==> config.mk <==
export PLATFORM = sky130hd
export DESIGN_NAME = uart_cmd_seq
export DESIGN_NICKNAME = d
export VERILOG_FILES = /design/src/rtl/uart_cmd_seq.sv
export SDC_FILE = /design/constraint.sdc
export NUM_CORES = 1
export LEC_CHECK = 0
export ABC_AREA = 1
export CAP_MARGIN = 10
export CORE_MARGIN = 2
export CORE_UTILIZATION = 51
export DETAILED_ROUTE_END_ITERATION = 12
export PLACE_DENSITY = 0.88
export REMOVE_ABC_BUFFERS = 1
export SETUP_SLACK_MARGIN = 0.2
export SYNTH_ARGS = -nofsm -noshare
export SYNTH_HDL_FRONTEND = slang
export SYNTH_SLANG_ARGS = --single-unit
==> constraint.sdc <==
create_clock -name clk -period 1.75 [get_ports clk]
set_input_delay 0.2625 -clock clk [delete_from_list [all_inputs] [get_ports clk]]
set_output_delay 0.2625 -clock clk [all_outputs]
set_load 0.01 [all_outputs]
==> src/rtl/uart_cmd_seq.sv <==
// uart_cmd_seq: command/response sequencer between a byte UART and the control
// logic. The receive side assembles two bytes (high first) into a 16-bit
// command and abandons a half-received frame after an inter-byte timeout. The
// transmit side sends a 16-bit response as two bytes (high first).
module uart_cmd_seq #(
  parameter int unsigned TIMEOUT_CYCLES = 1000000,
  parameter int unsigned CNT_W          = 20
) (
  input  logic        clk,
  input  logic        rst_n,
  input  logic        rx_rdy,
  input  logic [7:0]  rx_data,
  output logic        clr_rx_rdy,
  output logic        trmt,
  output logic [7:0]  tx_data,
  input  logic        tx_done,
  output logic [15:0] cmd,
  output logic        cmd_rdy,
  input  logic        clr_cmd_rdy,
  output logic        frame_err,
  input  logic [15:0] resp,
  input  logic        send_resp,
  output logic        tx_busy,
  output logic        resp_sent
);

  typedef enum logic {
    R_HI = 1'b0,
    R_LO = 1'b1
  } rx_state_t;

  typedef enum logic [1:0] {
    T_IDLE = 2'd0,
    T_HI   = 2'd1,
    T_LO   = 2'd2
  } tx_state_t;

  // Last counter value before a partial frame is declared dead.
  localparam logic [CNT_W-1:0] CNT_LAST = CNT_W'(TIMEOUT_CYCLES - 32'd1);

  // ---------------------------------------------------------------------------
  // Receive path state
  // ---------------------------------------------------------------------------
  rx_state_t        rx_state_q, rx_state_d;
  logic [15:0]      cmd_q, cmd_d;
  logic             cmd_rdy_q, cmd_rdy_d;
  logic [CNT_W-1:0] cnt_q, cnt_d;
  logic             frame_err_q, frame_err_d;

  // ---------------------------------------------------------------------------
  // Transmit path state
  // ---------------------------------------------------------------------------
  tx_state_t   tx_state_q, tx_state_d;
  logic [7:0]  lo_byte_q, lo_byte_d;
  logic [7:0]  tx_data_q, tx_data_d;
  logic        trmt_q, trmt_d;
  logic        tx_busy_q, tx_busy_d;
  logic        resp_sent_q, resp_sent_d;
  logic        tx_ack_s;

  // Every byte is consumed the cycle it is presented, in either RX state.
  assign clr_rx_rdy = rx_rdy;

  // The UART drops tx_done only after it sees trmt, so tx_done is stale
  // during the trmt cycle and must not be taken as completion.
  assign tx_ack_s = tx_done & ~trmt_q;

  assign cmd       = cmd_q;
  assign cmd_rdy   = cmd_rdy_q;
  assign frame_err = frame_err_q;
  assign trmt      = trmt_q;
  assign tx_data   = tx_data_q;
  assign tx_busy   = tx_busy_q;
  assign resp_sent = resp_sent_q;

  // RX next-state: byte assembly, ready flag handling and inter-byte timeout.
  always_comb begin
    rx_state_d  = rx_state_q;
    cmd_d       = cmd_q;
    cmd_rdy_d   = cmd_rdy_q;
    cnt_d       = cnt_q;
    frame_err_d = 1'b0;
    case (rx_state_q)
      R_HI: begin
        if (rx_rdy) begin
          // New frame: high byte overwrites, any pending command is dropped.
          cmd_d[15:8] = rx_data;
          cmd_rdy_d   = 1'b0;
          cnt_d       = {CNT_W{1'b0}};
          rx_state_d  = R_LO;
        end else if (clr_cmd_rdy) begin
          cmd_rdy_d = 1'b0;
        end else begin
          cmd_rdy_d = cmd_rdy_q;
        end
      end
      R_LO: begin
        if (rx_rdy) begin
          // Completing the frame takes priority over a same-cycle clear
          // and over a timeout expiring in this very cycle.
          cmd_d[7:0] = rx_data;
          cmd_rdy_d  = 1'b1;
          rx_state_d = R_HI;
        end else begin
          if (clr_cmd_rdy) begin
            cmd_rdy_d = 1'b0;
          end else begin
            cmd_rdy_d = cmd_rdy_q;
          end
          if (cnt_q == CNT_LAST) begin
            // Stale high byte stays in cmd; the host must resend a full frame.
            rx_state_d  = R_HI;
            frame_err_d = 1'b1;
          end else begin
            cnt_d = cnt_q + CNT_W'(1);
          end
        end
      end
      default: begin
        rx_state_d = R_HI;
      end
    endcase
  end

  // RX state registers.
  always_ff @(posedge clk or negedge rst_n) begin
    if (!rst_n) begin
      rx_state_q  <= R_HI;
      cmd_q       <= 16'h0000;
      cmd_rdy_q   <= 1'b0;
      cnt_q       <= {CNT_W{1'b0}};
      frame_err_q <= 1'b0;
    end else begin
      rx_state_q  <= rx_state_d;
      cmd_q       <= cmd_d;
      cmd_rdy_q   <= cmd_rdy_d;
      cnt_q       <= cnt_d;
      frame_err_q <= frame_err_d;
    end
  end

  // TX next-state: response serialisation, one trmt pulse per byte.
  always_comb begin
    tx_state_d  = tx_state_q;
    lo_byte_d   = lo_byte_q;
    tx_data_d   = tx_data_q;
    trmt_d      = 1'b0;
    tx_busy_d   = tx_busy_q;
    resp_sent_d = 1'b0;
    case (tx_state_q)
      T_IDLE: begin
        if (send_resp) begin
          // Capture the whole word now so later resp changes cannot leak in.
          lo_byte_d  = resp[7:0];
          tx_data_d  = resp[15:8];
          trmt_d     = 1'b1;
          tx_busy_d  = 1'b1;
          tx_state_d = T_HI;
        end else begin
          tx_busy_d = 1'b0;
        end
      end
      T_HI: begin
        if (tx_ack_s) begin
          tx_data_d  = lo_byte_q;
          trmt_d     = 1'b1;
          tx_state_d = T_LO;
        end else begin
          tx_state_d = T_HI;
        end
      end
      T_LO: begin
        if (tx_ack_s) begin
          resp_sent_d = 1'b1;
          tx_busy_d   = 1'b0;
          tx_state_d  = T_IDLE;
        end else begin
          tx_state_d = T_LO;
        end
      end
      default: begin
        tx_busy_d  = 1'b0;
        tx_state_d = T_IDLE;
      end
    endcase
  end

  // TX state registers.
  always_ff @(posedge clk or negedge rst_n) begin
    if (!rst_n) begin
      tx_state_q  <= T_IDLE;
      lo_byte_q   <= 8'h00;
      tx_data_q   <= 8'h00;
      trmt_q      <= 1'b0;
      tx_busy_q   <= 1'b0;
      resp_sent_q <= 1'b0;
    end else begin
      tx_state_q  <= tx_state_d;
      lo_byte_q   <= lo_byte_d;
      tx_data_q   <= tx_data_d;
      trmt_q      <= trmt_d;
      tx_busy_q   <= tx_busy_d;
      resp_sent_q <= resp_sent_d;
    end
  end

endmodule

---- Yosys cells after proc, flatten, opt, wreduce, memory -nomap -nowiden ----
Index checks and enable logic that the tools add are counted.
W data, S select, Z words.
storage, ports and cells
  bits in registers ....................... 60
  input bits .............................. 30
  output and inout bits ................... 30
  logic and storage cells ................. 62
cells by class
  add/sub/neg operators ................... 1
  equal/unequal tests ..................... 9
  muxes and demuxes ....................... 28
  bitwise gates (word level) .............. 4
  reduce and logical (&&, ||, !) cells .... 8
operators by type and width
  kind                     count
  $mux W20                 3
  $pmux W20 S2             1
  $add A20 B1 Y20 const B  1
  $eq A20 B20 Y1 const B   1
  $mux W8                  2
  $pmux W8 S2              1
  $mux W1                  13
  $ne A2 B2 Y1 const B     6
  $reduce_and A2 Y1        4
  $mux W2                  3
  $pmux W1 S2              3
  $pmux W2 S3              1
  $reduce_and A3 Y1        2
  $not A1 Y1               3
  $pmux W1 S3              1
  $eq A2 B1 Y1 const B     1
  $eq A2 B2 Y1 const B     1
  $logic_not A2 Y1         1
  $reduce_bool A2 Y1       1
  $and A1 B1 Y1            1

---- Longest topological paths before layout ----
  depth in word-level cells ............... 4
  mapped depth ............................ 10
  gate-level depth less buffers ........... 9

---- Worst setup path before layout ----
Ideal clock, no wire load.
  path kind ............................... reg-to-reg
  start point ............................. register cnt_q[0]
  end point ............................... register cnt_q[3]
  library setup time ...................... 126 ps
  arrival ................................. 1379 ps
  data required time ...................... 1624 ps
  slack ................................... 245 ps
  stages on the path, launching flop included .. 9
  path buffers ............................ 2
  clock period less this slack ............ 1505 ps
  path through ............................ dfrtp_1 ha_1 nand3_2 nor2_1 nand3_2 nand2_2 buf_6 buf_6 o21ai_0
between the ends
  cells in the longest elaborated chain, start to end .. 4
  elaborated cells between the ends (all ways) .. 7
  classes of those cells .................. add/sub (1); eq/ne (2); mux (3); reduce/logical (1)
ends and longest elaborated chain
  item                      RTL line  RTL
  start: declaration        47        logic [CNT_W-1:0] cnt_q, cnt_d;
  start signal: assignment  131       cnt_q <= {CNT_W{1'b0}};
  start signal: assignment  137       cnt_q <= cnt_d;
  $add A20 B1 Y20           115       cnt_d = cnt_q + CNT_W'(1);
  $mux W20                  110       if (cnt_q == CNT_LAST) begin
  $mux W20                  98        if (rx_rdy) begin
  $pmux W20 S2              83        case (rx_state_q)
Several ways; a longest one is shown, not always the timed one. The select of a mux whose other input is x is not followed.
A chain may end at the register's enable or synchronous reset.

---- Worst setup path in the final report ----
  start point ............................. register tx_data_q[4], in the netlist tx_data[4]
  end point ............................... output port tx_data[4]
RTL lines
  item                      RTL line  RTL
  start: declaration        55        logic [7:0] tx_data_q, tx_data_d;
  start signal: assignment  200       tx_data_q <= tx_data_d;
  end: declaration          15        output logic [7:0] tx_data,
No word-level cell between the ends.

==> impl_metrics.json <==
{
  "yosysWarnings": 0,
  "dieHeight_um": 79.77,
  "rsz0062_at_grt": "true",
  "p_int_mw": 3.362,
  "die_w_um": 79.77,
  "num_rows": 27,
  "path_buf_inv": 1,
  "syn_avg_cell_area_um2": 7.978,
  "num_vias": 2809,
  "dieArea_um2": 6363,
  "drt_iter0_drc": 189,
  "tightest_slew_ns": 0.4952,
  "arrival_ns": 1.28,
  "fin_crit_sh_pct": 88.16,
  "clockRootBuffer": "clkbuf_8",
  "synth-seq-area-share_pct": 51.28,
  "numCtsBuffers": 9,
  "ios": 60,
  "top_layer_used": "met4",
  "p_per_area_nw_per_um2": 1264,
  "critPathMaxFanout": 2,
  "cellLeakagePower_nw": 1.885,
  "coreArea_um2": 5540,
  "clock_latency_ns": 0.35,
  "syn_inst": 367,
  "holdWs_ns": 0.3903,
  "io_buffers": 59,
  "yosysTopAreaCellShare_pct": 51.28,
  "grt.total_usage_pct": 25.69,
  "wl_per_cell_um": 15.45,
  "gp_congestion": 0.8676,
  "setup_viol": 0,
  "firstDrtPassIters": 5,
  "hold_path_class": "in2async",
  "crit_path_max_incr_delay_ns": 0.58,
  "synthDistinctLibCells": 28,
  "fin_setup_tns_ns": 0,
  "htreeDepth": 3,
  "utilization_pct": 71.09,
  "clkTransAtPathRegs_ns": 0.07,
  "cap_viol_max_count": 0,
  "grt_pass1_wl_mm": 12.34,
  "status": "completed",
  "grt_start_max_net_pins": 44,
  "syn_area_um2": 2928,
  "finalHoldViolCount": 0,
  "grt_pass1_vias": 2759,
  "antenna_found_initial": 0,
  "netSwitchingFraction_pct": 32.47,
  "startpoint_type": "flip-flop",
  "routed_wirelength_mm": 7.972,
  "critPathKind": "reg2out",
  "clkSinkCount": 60,
  "clock.fmax_mhz": 648.2,
  "cpMaxStageDelayCell": "clkdlybuf4s50_1",
  "slew_violations": 0,
  "pwr-share-comb_pct": 31.9,
  "path_delay_family": "buffers and inverters",
  "wl_met2_mm": 4.046,
  "ir_drop_mv": 0.9604,
  "synth_seq_cells": 60,
  "fin_crit_ns": 1.543,
  "dr_wl_met3_um": 538,
  "final_antenna_net_count": 0,
  "sequentialPowerShare_pct": 39.6,
  "syn_to_final_growth_pct": 34.53,
  "viasPerCell": 5.444,
  "drc_errors": 0,
  "initial_utilization_pct": 52.85,
  "fillers": 415,
  "pwr-share-clk_pct": 28.5,
  "maxSlewHeadroom_pct": 66.91,
  "synth_top_area_cell": "dfrtp_1",
  "cts_tree": "built",
  "power_switching_mw": 1.616,
  "cts_buffer_depth": 2,
  "critPathCaptureType": "output pin",
  "route.layer.met1.wl_mm": 3.066,
  "antenna_cells": 0,
  "fin_nets": 471,
  "gr-total-overflow": 0,
  "crit_required_ns": 1.49,
  "worstPathCellList": "clkdlybuf4s50_1",
  "hpwl_mm": 5.125,
  "drive_gt1_share_pct": 12.16,
  "clock_skew_ns": 0.01278,
  "synth.area.top_cells": "dfrtp_1 (51%), nand2_1 (14%), inv_1 (5.4%), nand3_1 (5.3%), o21ai_0 (5.0%)"
}
-- power groups by stage --
stage / Clock (mW) / Combinational (mW) / Sequential [mW]
after floorplan: 0 / 0.611 / 2.03
after CTS: 1.43 / 1.56 / 1.95
after detailed placement: 0 / 1.53 / 1.97
after global routing: 1.51 / 1.73 / 2.01
after global placement: 0 / 1.45 / 1.94
final: 1.42 / 1.59 / 1.97
-- logic make-up (layout without fill, tap and decap cells) --
family / Yosys count / count (layout) / share of synthesized area, %
buffers and inverters: 55 / 132 / 7.863
muxes: 8 / 8 / 3.077
DFF: 60 / 60 / 51.28
AOI/OAI and AO/OA: 45 / 45 / 8.291
and+or+nand+nor: 197 / 197 / 28.76
adders and majority gates: 1 / 1 / 0.4273
xor gates and xnor gates: 1 / 1 / 0.2992
-- cell type report --
class | count | area [µm²] | share of cell area (%)
clock buffers | 11 | 151.4 | 3.844
well taps | 72 | 90.09 | 2.287
multi-input cells | 252 | 1221 | 31.00
clock inverters | 4 | 72.57 | 1.842
inverters | 45 | 168.9 | 4.288
flip-flops and latches | 60 | 1501 | 38.12
repair buffers | 72 | 733.2 | 18.61
-- sequential cells by signal, indices dropped and copies added, names as in the netlist, 2 cells and up --
register    flops
cnt_q          20
tx_data         8
tx_state_q      2
cmd            16
lo_byte_q       8
-- routing by layer --
layer  track usage (%)  vias up
met2             43.28      125
met4             13.73        0
li1                  -     1317
met3             6.674       32
met1             30.01     1335
met5                 0        -
-- cells in the mapped netlist --
master	count
buf_6	2
ha_1	1
nand2_2	3
inv_2	2
nand3_1	31
a21oi_1	1
clkinv_1	1
buf_2	4
inv_1	42
o21bai_1	2
o31ai_1	1
o21ai_0	29
a31oi_1	8
nand2_1	112
dfrtp_1	60
mux2_2	8
nand4_1	5
nor4_1	1
nor2_4	1
clkbuf_1	3
nand3_2	2
nor2_2	3
nor3_1	2
nor2_1	34
o21ai_1	4
xor2_1	1
nand3b_1	3
buf_4	1
-- through the flow --
stage          setup slack, ns  area, µm²  std cells  power [mW]
2_1_floorplan           0.1332       2867        357       2.646
3_3_place_gp           0.09128       3642        498       3.390
3_5_place_dp           0.08165       3642        498       3.493
4_1_cts                 0.2030       3884        515       4.947
5_1_grt                 0.1488       3939        516       5.240
6_report                0.2072       3939        516       4.978
-- cell usage in the layout, fill, tap and decap left out, drive strengths merged --
cell and count:
nand2 115, dfrtp 60, clkdlybuf4s50 46, inv 44, nor2 38, nand3 33, o21ai 33, buf 13
clkbuf 11, dlymetal6s2s 9, mux2 8, a31oi 8, nand4 5, nand3b 3, dlygate4sd2 3, nor3 2
o21bai 2, bufinv 2, clkinv 2, nor4 1, o31ai 1, xor2 1, a21oi 1, ha 1
clkinvlp 1, dlygate4sd3 1
-- final timing paths --
kind	end	cells past startpoint	slack (ns)	from
max in group asynchronous	tx_data[4]	3	0.79	rst_n
worst max-delay path	tx_data[4]	1	0.21	tx_data[4]
min in group clk	frame_err	2	0.42	rx_rdy
worst min-delay path	cnt_q[16]	2	0.39	rst_n
worst min register to register	resp_sent	1	0.46	trmt
worst max register to register	cnt_q[0]	8	0.22	cnt_q[1]
-- what timing repair did --
| action | CTS | global route |
|---|---|---|
| hold buffers | 1 | 0 |
| gates resized for setup | 4 | 18 |
| setup endpoints to repair | 9 | 29 |
| pin swaps | 0 | 0 |
| endpoints found under the hold margin | 17 | 0 |
| buffers inserted | 1 | 1 |
Power figures use the tool's default switching activity.
